### src/rtl/note_pkg.sv
// rtl/note_pkg.sv - shared key ids, state encoding and default field widths for the note walker
package note_pkg;

  localparam int XW_DEF  = 8;
  localparam int YW_DEF  = 8;
  localparam int IDW_DEF = 2;

  localparam logic [1:0] KEY_A = 2'd0;
  localparam logic [1:0] KEY_S = 2'd1;
  localparam logic [1:0] KEY_D = 2'd2;
  localparam logic [1:0] KEY_F = 2'd3;

  typedef enum logic [1:0] {
    ST_IDLE  = 2'd0,
    ST_FETCH = 2'd1,
    ST_HOLD  = 2'd2,
    ST_DONE  = 2'd3
  } state_t;

endpackage

### src/rtl/rom_lat_counter.sv
// rtl/rom_lat_counter.sv - counts 0..READ_LAT while enabled, saturating, with terminal-count flag
module rom_lat_counter #(
  parameter int READ_LAT = 1,
  parameter int CW       = 3
) (
  input  logic clock,
  input  logic reset,
  input  logic clr,
  input  logic en,
  output logic tc
);

  logic [CW-1:0] count;

  always_ff @(posedge clock or posedge reset) begin
    if (reset) begin
      count <= '0;
    end else if (clr) begin
      count <= '0;
    end else if (en && !tc) begin
      count <= count + CW'(1);
    end
  end

  assign tc = (count == CW'(READ_LAT));

endmodule

### src/rtl/note_loc_sequencer.sv
// rtl/note_loc_sequencer.sv - walks a DEPTH-entry note table in external ROMs and presents
// latency-aligned X/Y/key triples to the drawing FSM over a valid/advance handshake
module note_loc_sequencer
  import note_pkg::*;
#(
  parameter int DEPTH    = 16,
  parameter int AW       = 5,
  parameter int XW       = XW_DEF,
  parameter int YW       = YW_DEF,
  parameter int IDW      = IDW_DEF,
  parameter int READ_LAT = 1
) (
  input  logic           clock,
  input  logic           reset,
  input  logic           start,
  input  logic           loop_en,
  input  logic           clear,
  input  logic           advance,
  output logic [AW-1:0]  rom_addr,
  input  logic [XW-1:0]  rom_x,
  input  logic [YW-1:0]  rom_y,
  input  logic [IDW-1:0] rom_id,
  output logic           out_valid,
  output logic [XW-1:0]  locx,
  output logic [YW-1:0]  locy,
  output logic [IDW-1:0] key_id,
  output logic [AW-1:0]  index,
  output logic           busy,
  output logic           done
);

  if ((64'd1 << AW) < 64'(DEPTH) || DEPTH < 2) begin : g_depth_check
    $error("note_loc_sequencer: DEPTH must be >= 2 and fit in AW address bits");
  end
  if (READ_LAT < 1 || READ_LAT > 4) begin : g_lat_check
    $error("note_loc_sequencer: READ_LAT must be in 1..4");
  end

  localparam logic [AW-1:0] LAST_IDX = AW'(DEPTH - 1);

  state_t          state_q, state_d;
  logic [AW-1:0]   idx_q, idx_d;
  logic            valid_q, valid_d;
  logic            load;
  logic            lat_tc;

  // Counter sits at zero outside FETCH so every fetch starts a fresh latency window.
  rom_lat_counter #(
    .READ_LAT (READ_LAT),
    .CW       (3)
  ) u_lat (
    .clock (clock),
    .reset (reset),
    .clr   (state_q != ST_FETCH),
    .en    (state_q == ST_FETCH),
    .tc    (lat_tc)
  );

  always_ff @(posedge clock or posedge reset) begin
    if (reset) begin
      state_q <= ST_IDLE;
      idx_q   <= '0;
      valid_q <= 1'b0;
      locx    <= '0;
      locy    <= '0;
      key_id  <= '0;
    end else begin
      state_q <= state_d;
      idx_q   <= idx_d;
      valid_q <= valid_d;
      if (load) begin
        locx   <= rom_x;
        locy   <= rom_y;
        key_id <= rom_id;
      end
    end
  end

  always_comb begin
    state_d = state_q;
    idx_d   = idx_q;
    valid_d = valid_q;
    load    = 1'b0;
    if (clear) begin
      state_d = ST_IDLE;
      idx_d   = '0;
      valid_d = 1'b0;
    end else begin
      case (state_q)
        ST_IDLE, ST_DONE: begin
          if (start) begin
            idx_d   = '0;
            state_d = ST_FETCH;
          end
        end
        ST_FETCH: begin
          if (lat_tc) begin
            load    = 1'b1;
            valid_d = 1'b1;
            state_d = ST_HOLD;
          end
        end
        ST_HOLD: begin
          if (advance) begin
            valid_d = 1'b0;
            if (idx_q == LAST_IDX) begin
              if (loop_en) begin
                idx_d   = '0;
                state_d = ST_FETCH;
              end else begin
                state_d = ST_DONE;
              end
            end else begin
              idx_d   = idx_q + AW'(1);
              state_d = ST_FETCH;
            end
          end
        end
        default: state_d = ST_IDLE;
      endcase
    end
  end

  assign rom_addr  = idx_q;
  assign index     = idx_q;
  assign out_valid = valid_q;
  assign busy      = (state_q == ST_FETCH) || (state_q == ST_HOLD);
  assign done      = (state_q == ST_DONE);

endmodule

### config.mk
export PLATFORM = sky130hd
export DESIGN_NAME = note_loc_sequencer
export DESIGN_NICKNAME = d
export VERILOG_FILES = /design/src/rtl/note_pkg.sv /design/src/rtl/rom_lat_counter.sv /design/src/rtl/note_loc_sequencer.sv
export SDC_FILE = /design/constraint.sdc
export NUM_CORES = 1
export LEC_CHECK = 0
export ABC_AREA = 1
export BUFFER_PORTS_ARGS = -buffer_cell sky130_fd_sc_hd__buf_2
export CAP_MARGIN = 20
export CORE_ASPECT_RATIO = 1.2
export CORE_MARGIN = 2
export CORE_UTILIZATION = 35
export DETAILED_ROUTE_END_ITERATION = 10
export GPL_TIMING_DRIVEN = 0
export RECOVER_POWER = 100
export SYNTH_ARGS = -nofsm -noshare
export SYNTH_HDL_FRONTEND = slang
export SYNTH_SLANG_ARGS = --single-unit
### constraint.sdc
create_clock -name clock -period 1.85 [get_ports clock]
set_input_delay 0.0925 -clock clock [delete_from_list [all_inputs] [get_ports clock]]
set_output_delay 0.0925 -clock clock [all_outputs]
set_load 0.01 [all_outputs]
==> metrics, run 1 <==
sw frac 40.3%; layout cells sized above 1 25.1%; die area about 0.005 sq mm; CP Cell Sequence inv_1 > ha_1 > nand2_1 > nand2_2 > nor2_2 > nand2_4 > nand2_1 > nand2_1; YS warnings 0; die height between 70 and 80 microns; most frequent cells in the layout nand2_1 (57), dfrtp_1 (29), nand3_1 (28), buf_2 (28), clkbuf_1 (27); CP Class reg -> reg; Post-Place Worst Slack roughly 0.27 ns; Peak VDD IR roughly 0.40 mV; Seq pwr share 40.2%; Final Cycle Share 89.0%; minimum clock period 1.65 ns; Synth Net Count 210; post-synthesis sequential area ratio between 40% and 50%; DRC viols 0; CP Data Required Time about 2.0 ns; Post-DP HPWL around 2.5 mm; total grt overflow 0; final antenna-violating net count 0; GPL Wtd Cong roughly 0.75; PostCTS Resize Cnt 0; # clock sinks 29; synthesis-to-layout area growth 27.1%; total track usage 15.6%; first-pass GRT wire length 6.18 mm; Max-cap violations 0; Reg clk slew, reported paths ~0.070 ns; antenna cell count 0; CTS Buffer Depth 2; cell row count 26; initial antenna violation count 0; #FFs+latches synth 29; vias in the first global route between 1000 and 1500; H-tree levels 2; CTS buffer count 5; Cell Pwr Density 1250 mW/mm^2; Final Hold Vio Count 0; drt pass-1 iters 4; combinational power share 39.1%; synthesized area per cell about 8.6 sq um; Root Buffer clkbuf_8; Setup crit start kind flop; Multi-input gate area around 660 sq um; FMAX a little over 600 MHz; slowest CP cell dfrtp_1; Vias per Instance roughly 4.5; largest net degree at the start of global routing 18; cell leakage power 1.02 nW; cell count after synthesis 179; RSZ-0062 raised after global routing no; worst stage delay on the critical path 0.42 ns; via count ~1400; setup ws final roughly 0.2 ns; buffers added on ports 54; starting density of the core ~36%; Net count, final around 270; Horiz. Die Dim 64.5 microns; Hold Crit Class in -> reg; register area about 730 sq um; Power Internal between 1 and 1.5 mW; clock skew between 0.005 and 0.006 ns; # IOs 55; Worst setup EP type flop; endpoints failing setup 0; Worst path most repeated cell nand2_1; top-area cell type share of the netlist area between 40% and 50%; Filler Cell Count 453; post-synthesis cell type count 24; clock latency on the worst-skew pair about 0.28 ns; commonest non-fill, non-tap cell in the layout nand2_1; Critical Path AT 1.82 ns; Clk network pwr share between 20% and 30%; outcome complete, no violations; Relative slew margins about three fifths; fin. max-slew vios 0; CTS tree yes; Mapped Area 0.00154 sq mm; Area contributors post-synth dfrtp_1 (47%), nand2_1 (14%), nand3_1 (9.1%); worst-margin pin slew 0.606 ns; routed len/inst ~11 microns; placeable core area approximately 0.0042 sq mm; DRT Wirelength roughly 3.4 mm; post-synth top area cell dfrtp_1; worst-path maximum fanout 6; net switching power 0.985 mW; final setup TNS 0 ns; initial DRC count 35
[power groups by stage]
| stage | Clock [mW] | Combinational, mW | Sequential (mW) |
|---|---|---|---|
| global placement | 0 | 1.04 | 0.981 |
| detailed placement | 0 | 1.06 | 0.988 |
| global route | 0.554 | 1.12 | 1.02 |
| floorplan | 0 | 0.595 | 1.07 |
| CTS | 0.522 | 1.06 | 0.977 |
| finish | 0.506 | 0.956 | 0.983 |
[routing by layer]
metal | routed length [microns] | share of wire [%] | vias up | GRT usage [%]
met5 | 0 | 0 | - | 0
met4 | 12 | 0.35 | 0 | 3.83
met3 | 223 | 6.6 | 2 | 4.14
met2 | 1640 | 48 | 44 | 27.8
met1 | 1520 | 45 | 612 | 18.5
li1 | - | - | 692 | -
[synthesized netlist by cell type]
| cell | number |
|---|---|
| nand3_1 | 28 |
| nor2_8 | 1 |
| ha_1 | 7 |
| o21ai_1 | 2 |
| inv_1 | 12 |
| nor2_1 | 11 |
| buf_2 | 1 |
| buf_4 | 5 |
| xnor2_1 | 1 |
| nand3_4 | 1 |
| a21oi_1 | 1 |
| o211ai_2 | 1 |
| nand2_1 | 57 |
| buf_6 | 3 |
| o21ai_0 | 3 |
| nand2_4 | 2 |
| dfrtp_1 | 29 |
| or2_2 | 1 |
| nand4_1 | 3 |
| nor2_2 | 3 |
| buf_8 | 1 |
| inv_2 | 1 |
| nand3_2 | 1 |
| nand2_2 | 4 |
[path summary, 6_finish.rpt]
path                       startpoint   endpoint  slack (ns)  depth (start not counted)
setup / recovery           state_q[0]   index[0]        0.20                          8
hold / removal              rom_id[1]  key_id[1]        0.04                          3
setup reg to reg           state_q[0]   index[0]        0.20                          8
hold reg to reg               locy[6]    locy[6]        0.47                          2
max in group asynchronous       reset    locy[0]        0.93                          4
min in group asynchronous       reset  out_valid        0.43                          3
[cells by family (layout without fill, tap and decap cells)]
family                     Yosys count  in the layout  synth area share, %
AOI/OAI and AO/OA                    7              7                 2.76
buffers and inverters               23             87                 9.10
DFF                                 29             29                 47.2
adders and majority gates            7              7                 5.69
and+or+nand+nor                    112            112                 34.7
xor gates and xnor gates             1              1                0.569
[worst max-delay path, delay by kind of cell, from the launching register on]
family / cells / cell delay [ns]
adder cells (fa/ha/maj): 1 / 0.34
buffers and inverters: 1 / 0.06
flip-flops: 1 / 0.42
AND/OR/NAND/NOR: 6 / 0.71
[metrics by stage]
step	cell area, sq um	total power [mW]	cells	hold slack, ns	util [%]
6_report	1960	2.44	299	0.0416	46.2
5_1_grt	1960	2.69	299	0.0301	46.2
4_1_cts	2000	2.56	299	0.0342	47.4
3_5_place_dp	1910	2.05	290	0.200	45.1
3_3_place_gp	1880	2.02	289	0.321	44.4
2_1_floorplan	1540	1.66	179	0.171	-
[state kept, by name (all words and copies together) (netlist names)]
register     cells
u_lat.count      3
locy             8
index            5
state_q          2
out_valid        1
locx             8
key_id           2
[layout make-up]
type	instances	area share, %
tap	56	3.58
buffer	10	4.61
clock buffer	5	3.52
multi-input combinational	127	33.7
timing repair buffer	56	14.1
clock inverter	3	0.896
sequential	29	37.1
inverter	13	2.50
[timing repair]
| action | CTS | global route |
|---|---|---|
| hold buffers | 1 | 0 |
| setup buffers | 0 | 0 |
| setup endpoints to repair | 0 | 0 |
| hold endpoints to repair | 12 | 0 |
Note: power is estimated with default switching activity, not from simulation.
==> inputs of run 2 (changes only) <==
--- a/config.mk
+++ b/config.mk
@@ -5,7 +5,7 @@
 export SDC_FILE = /design/constraint.sdc
 export NUM_CORES = 1
 export LEC_CHECK = 0
-export ABC_AREA = 1
+export ABC_AREA = 0
 export BUFFER_PORTS_ARGS = -buffer_cell sky130_fd_sc_hd__buf_2
 export CAP_MARGIN = 20
 export CORE_ASPECT_RATIO = 1.2
==> metrics, run 2 <==
outcome complete, no violations; H-tree levels 2; #FFs+latches synth 29; DRC viols 0; GPL Wtd Cong approximately 0.73; routed len/inst ~12 microns; CP bufs+invs 0; CP Class reg -> reg; CTS buffer count 5; Final Cycle Share a little over nine tenths; Final Cell Area between 0.0015 and 0.002 sq mm; R2R depth 5; Relative slew margins 50.9%; Critical Path AT around 2.0 ns; CTS Buffer Depth 2; CP top delay family simple AND/OR/NAND/NOR gates; Max-cap violations 0; # clock sinks 29; most numerous cell in the Yosys netlist dfrtp_1; final setup TNS 0 ns; first-pass GRT wire length 4.94 mm; FMAX 559 MHz; final antenna-violating net count 0; initial DRC count 12; RSZ-0062 raised after global routing yes; area share of fa/ha/maj cells after synthesis ~6%; Reg clk slew, reported paths roughly 0.060 ns; Synth Area in Compound Gates around 7.4%; die area roughly 0.0046 sq mm; top-area cell type share of the netlist area approximately half; worst stage delay on the critical path 0.52 ns; via count 1074; Worst setup EP type flop; commonest non-fill, non-tap cell in the layout buf_2; starting density of the core between 30% and 40%; Vias per Instance around 4.6; largest net degree at the start of global routing 19; cell count after synthesis between 100 and 150; Final Util between 40% and 50%; simple-gate share of the synthesized area a little under an eighth; buffers added on ports 54; YS warnings 0; Async SR Flop Fraction 100%; WP depth 5; Root Buffer clkbuf_8; CTS tree yes; Post-DP HPWL 2.05 mm; Filler Cell Count around 400; Synth Net Count 146; synthesized area per cell roughly 12 sq um; post-synth top area cell dfrtp_1; Setup crit start kind flop; initial antenna violation count 0; clock skew slightly below 0.004 ns; total grt overflow 0; worst-path maximum fanout 3; Final Hold Vio Count 0; combinational family with the most area after synthesis multiplexers; slowest CP cell or4b_4; hold depth 2; DP Cell Count 224; antenna cell count 0; minimum clock period approximately 1.8 ns; Net count, final ~210; total track usage roughly 14%; Peak VDD IR about 0.56 mV; synthesis-to-layout area growth 34.3%; EDFF count, synth 0; post-synthesis cell type count 31; Most used DFF post-synth dfrtp_1; fin. max-slew vios 0; die height 74.0 microns; clock latency on the worst-skew pair roughly 0.27 ns; endpoints failing setup 0; CP Cell Sequence ha_4 > nand3_2 > or4b_4 > o21ba_4 > mux2_4; placeable core area between 0.003 and 0.004 sq mm; cell leakage power between 0.9 and 1 nW; Post-Synth XOR/XNOR Area 0.613%; layout cells sized above 1 a little under half; drt pass-1 iters 3; post-synthesis mux area share between 10% and 20%; Horiz. Die Dim 62.3 microns; worst-margin pin slew approximately 0.74 ns; Hold Crit Class in -> reg; Cell Pwr Density between 1000 and 1500 mW/mm^2; cell row count 25; DRT Wirelength 2.76 mm; Mapped Area ~0.0014 sq mm; list of most frequent post-synthesis cells dfrtp_1 (29), mux2_2 (19), inv_1 (8); CP Data Required Time 2.01 ns; Overall Power ~2.5 mW; placed inst area approximately 0.0018 sq mm; Area contributors post-synth dfrtp_1 (51%), mux2_2 (15%), ha_1 (6.1%); vias in the first global route between 1000 and 1500; post-synthesis sequential area ratio 50.8%; most frequent cells in the layout buf_2 (33), dfrtp_1 (28), clkbuf_1 (22), mux2_2 (19), buf_4 (9); # IOs 55; final cell count without fillers approximately 240
==> run 2: layout make-up <==
cell class / count / area, sq um / share of cell area [%]
buffer: 6 / 48.8 / 2.54
clock buffer: 6 / 72.6 / 3.78
clock inverter: 2 / 10.0 / 0.522
inverter: 8 / 30.0 / 1.56
multi-input combinational: 71 / 667 / 34.7
sequential: 29 / 727 / 37.9
tap: 54 / 67.6 / 3.52
timing repair buffer: 60 / 297 / 15.4
==> run 2: logic make-up (layout without fill, tap and decap cells) <==
group	count (synthesis)	count (layout)
compound gates	13	13
xor+xnor	1	1
fa+ha+maj	7	7
buf+inv	15	82
flops	29	29
mux	22	22
simple gates	28	28
==> run 2: path summary, 6_finish.rpt <==
check | startpoint | endpoint | slack (ns)
max | index[1] | index[0] | 0.06
min | rom_x[7] | locx[7] | 0.05
max reg2reg | index[1] | index[0] | 0.06
min reg2reg | locx[3] | locx[3] | 0.51
max in group asynchronous | reset | index[0] | 0.35
min in group asynchronous | reset | locy[3] | 0.39
==> run 2: power breakdown <==
part / internal (mW) / switching (mW) / leakage (nW)
registers: 0.873 / 0.134 / 0.369
clock network: 0.260 / 0.228 / 0.0450
logic: 0.532 / 0.504 / 0.513
==> run 2: through the flow <==
stage,hold WS [ns],setup slack (ns)
2_1_floorplan,0.156,-0.00402
3_3_place_gp,0.327,-0.144
6_report,0.0481,0.0614
4_1_cts,0.0381,0.0152
3_5_place_dp,0.189,-0.194
5_1_grt,0.0374,-0.00591
==> run 2: what timing repair did <==
item                                   in CTS  in global routing
buffers inserted                            4                  0
endpoints found under the hold margin      13                  0
cloned                                      0                  0
hold buffers                                1                  0
setup endpoints to repair                  14                  6
resized for setup                           5                  5
pin swaps                                   1                  1
==> run 2: metal layers <==
metal  up-vias  part of all wire, %  GRT usage, %
li1        520                    -             -
met1       501                   42          16.3
met2        49                   48          23.4
met3         4                  8.9          4.69
met4         0                  1.3          5.19
met5         -                    0             0
==> inputs of run 3 (changes only) <==
--- a/config.mk
+++ b/config.mk
@@ -10,9 +10,10 @@
 export CAP_MARGIN = 20
 export CORE_ASPECT_RATIO = 1.2
 export CORE_MARGIN = 2
-export CORE_UTILIZATION = 35
+export CORE_UTILIZATION = 48
 export DETAILED_ROUTE_END_ITERATION = 10
 export GPL_TIMING_DRIVEN = 0
+export PLACE_DENSITY = 0.9
 export RECOVER_POWER = 100
 export SYNTH_ARGS = -nofsm -noshare
 export SYNTH_HDL_FRONTEND = slang
==> metrics, run 3 (synthesis gave the netlist of run 2 again) <==
buffers added on ports 54; worst-path maximum fanout 4; starting density of the core 50.8%; cell row count 21; # IOs 55; die area 0.00343 sq mm; Post-DP HPWL around 2.1 mm; final setup TNS 0 ns; routed len/inst 13.6 microns; clock latency on the worst-skew pair 0.32 ns; Worst setup EP type flop; CTS Buffer Depth 2; Hold Crit Class in -> reg; worst stage delay on the critical path between 0.4 and 0.5 ns; die height between 60 and 70 microns; H-tree levels 2; DR top layer met4; layout cells sized above 1 approximately two fifths; Final Cycle Share a little over nine tenths; Horiz. Die Dim approximately 54 microns; Max-cap violations 0; final antenna-violating net count 0; Critical Path AT about 2 ns; initial DRC count 11; slowest CP cell dfrtp_2; antenna cell count 0; CP Cell Sequence ha_4 > or2_4 > a31oi_4 > and4bb_2 > a211o_2; Reg clk slew, reported paths around 0.090 ns; DRT Wirelength roughly 3.2 mm; metal1 wirelength 1.28 mm; Final Cell Area around 0.0021 sq mm; Cell Pwr Density approximately 1200 mW/mm^2; clock skew 0.00900 ns; DR WL met3 around 270 microns; total track usage 18.9%; Final Hold Vio Count 0; total grt overflow 0; metal2 WL roughly 1.6 mm; Root Buffer clkbuf_4; Filler Cell Count about 210; outcome complete, no violations; initial antenna violation count 0; vias in the first global route roughly 1200; DRC viols 0; R2R depth 5; Setup crit start kind flop; cell leakage power about 0.99 nW; Net count, final 231; commonest non-fill, non-tap cell in the layout buf_2; register area 728 sq um; CTS tree yes; Vias per Instance roughly 4.9; Peak VDD IR about 0.90 mV; synthesis-to-layout area growth 43.6%; drt pass-1 iters 4; Relative slew margins just over 40%; endpoints failing setup 0; first-pass GRT wire length between 4 and 5 mm; FMAX between 500 and 600 MHz; fin. max-slew vios 0; placeable core area 0.00281 sq mm; Multi-input gate area approximately 670 sq um; GPL Wtd Cong approximately 0.8; worst-margin pin slew 0.883 ns; most frequent cells in the layout buf_2 (33), dfrtp_1 (27), clkbuf_1 (23), mux2_2 (19), dlygate4sd3_1 (19); largest net degree at the start of global routing 30; via count between 1000 and 1500; # clock sinks 29; CP Class reg -> reg; minimum clock period ~1.8 ns; hold depth 2; CP Data Required Time 2.06 ns; placed inst area between 0.0015 and 0.002 sq mm; CTS buffer count 5
-- run 3: cell types whose count changed in the layout (fill, tap and decap cells not counted), moves of 5 or more --
cell           change
buf_4              -5
clkbuf_8           -5
dlygate4sd3_1     +18
clkbuf_4          +10
-- run 3: critical path: cells and delay by family (launching register included) --
kind / cells / cell delay, ns
AOI/OAI and AO/OA: 2 / 0.48
adders and majority gates: 1 / 0.27
DFF: 1 / 0.45
and+or+nand+nor: 2 / 0.49
-- run 3: cell type report --
type / count / share of cell area (%)
clock buffers: 5 / 1.83
multi-input cells: 71 / 32.9
repair buffers: 79 / 23.2
clock inverters: 3 / 0.854
plain buffers: 6 / 2.20
inverters: 8 / 1.46
flip-flops and latches: 29 / 35.5
well taps: 34 / 2.07
-- run 3: final timing paths --
kind | endpoint | startpoint | slack, ns
min in group asynchronous | locy[5] | reset | 0.28
worst max-delay path | index[2] | state_q[1] | 0.05
max in group asynchronous | index[0] | reset | 0.30
worst min-delay path | out_valid | clear | 0.05
worst min register to register | locy[1] | locy[1] | 0.51
worst max register to register | index[2] | state_q[1] | 0.05
-- run 3: where the power goes --
part / leakage [nW] / internal [mW] / switching (mW)
Combinational: 0.587 / 0.578 / 0.545
Sequential: 0.368 / 0.872 / 0.143
Clock: 0.0310 / 0.143 / 0.215
Total: 0.986 / 1.59 / 0.903
-- run 3: layer usage --
| layer | up-vias | global-route usage [%] |
|---|---|---|
| li1 | 560 | - |
| met1 | 526 | 19.9 |
| met2 | 56 | 33.8 |
| met3 | 7 | 5.61 |
| met4 | 0 | 7.05 |
| met5 | - | 0 |
-- run 3: timing repair --
| action | in CTS | in global routing |
|---|---|---|
| hold buffers | 13 | 6 |
| endpoints found under the setup margin | 20 | 4 |
| buffers inserted | 4 | 1 |
| gates resized for setup | 5 | 6 |
| hold endpoints to repair | 13 | 13 |
| pin swaps | 2 | 2 |
-- run 3: per-stage QoR --
step	worst slack [ns]	utilization, %	power [mW]	hold WS (ns)	instances
floorplan	-0.00402	-	1.67	0.156	115
global placement	-0.127	62.3	1.98	0.325	203
detailed placement	-0.195	62.3	2.04	0.332	203
CTS	0.00666	70.2	2.49	0.00328	227
global route	-0.00631	73.0	2.69	0.0547	235
finish	0.0521	73.0	2.50	0.0543	235
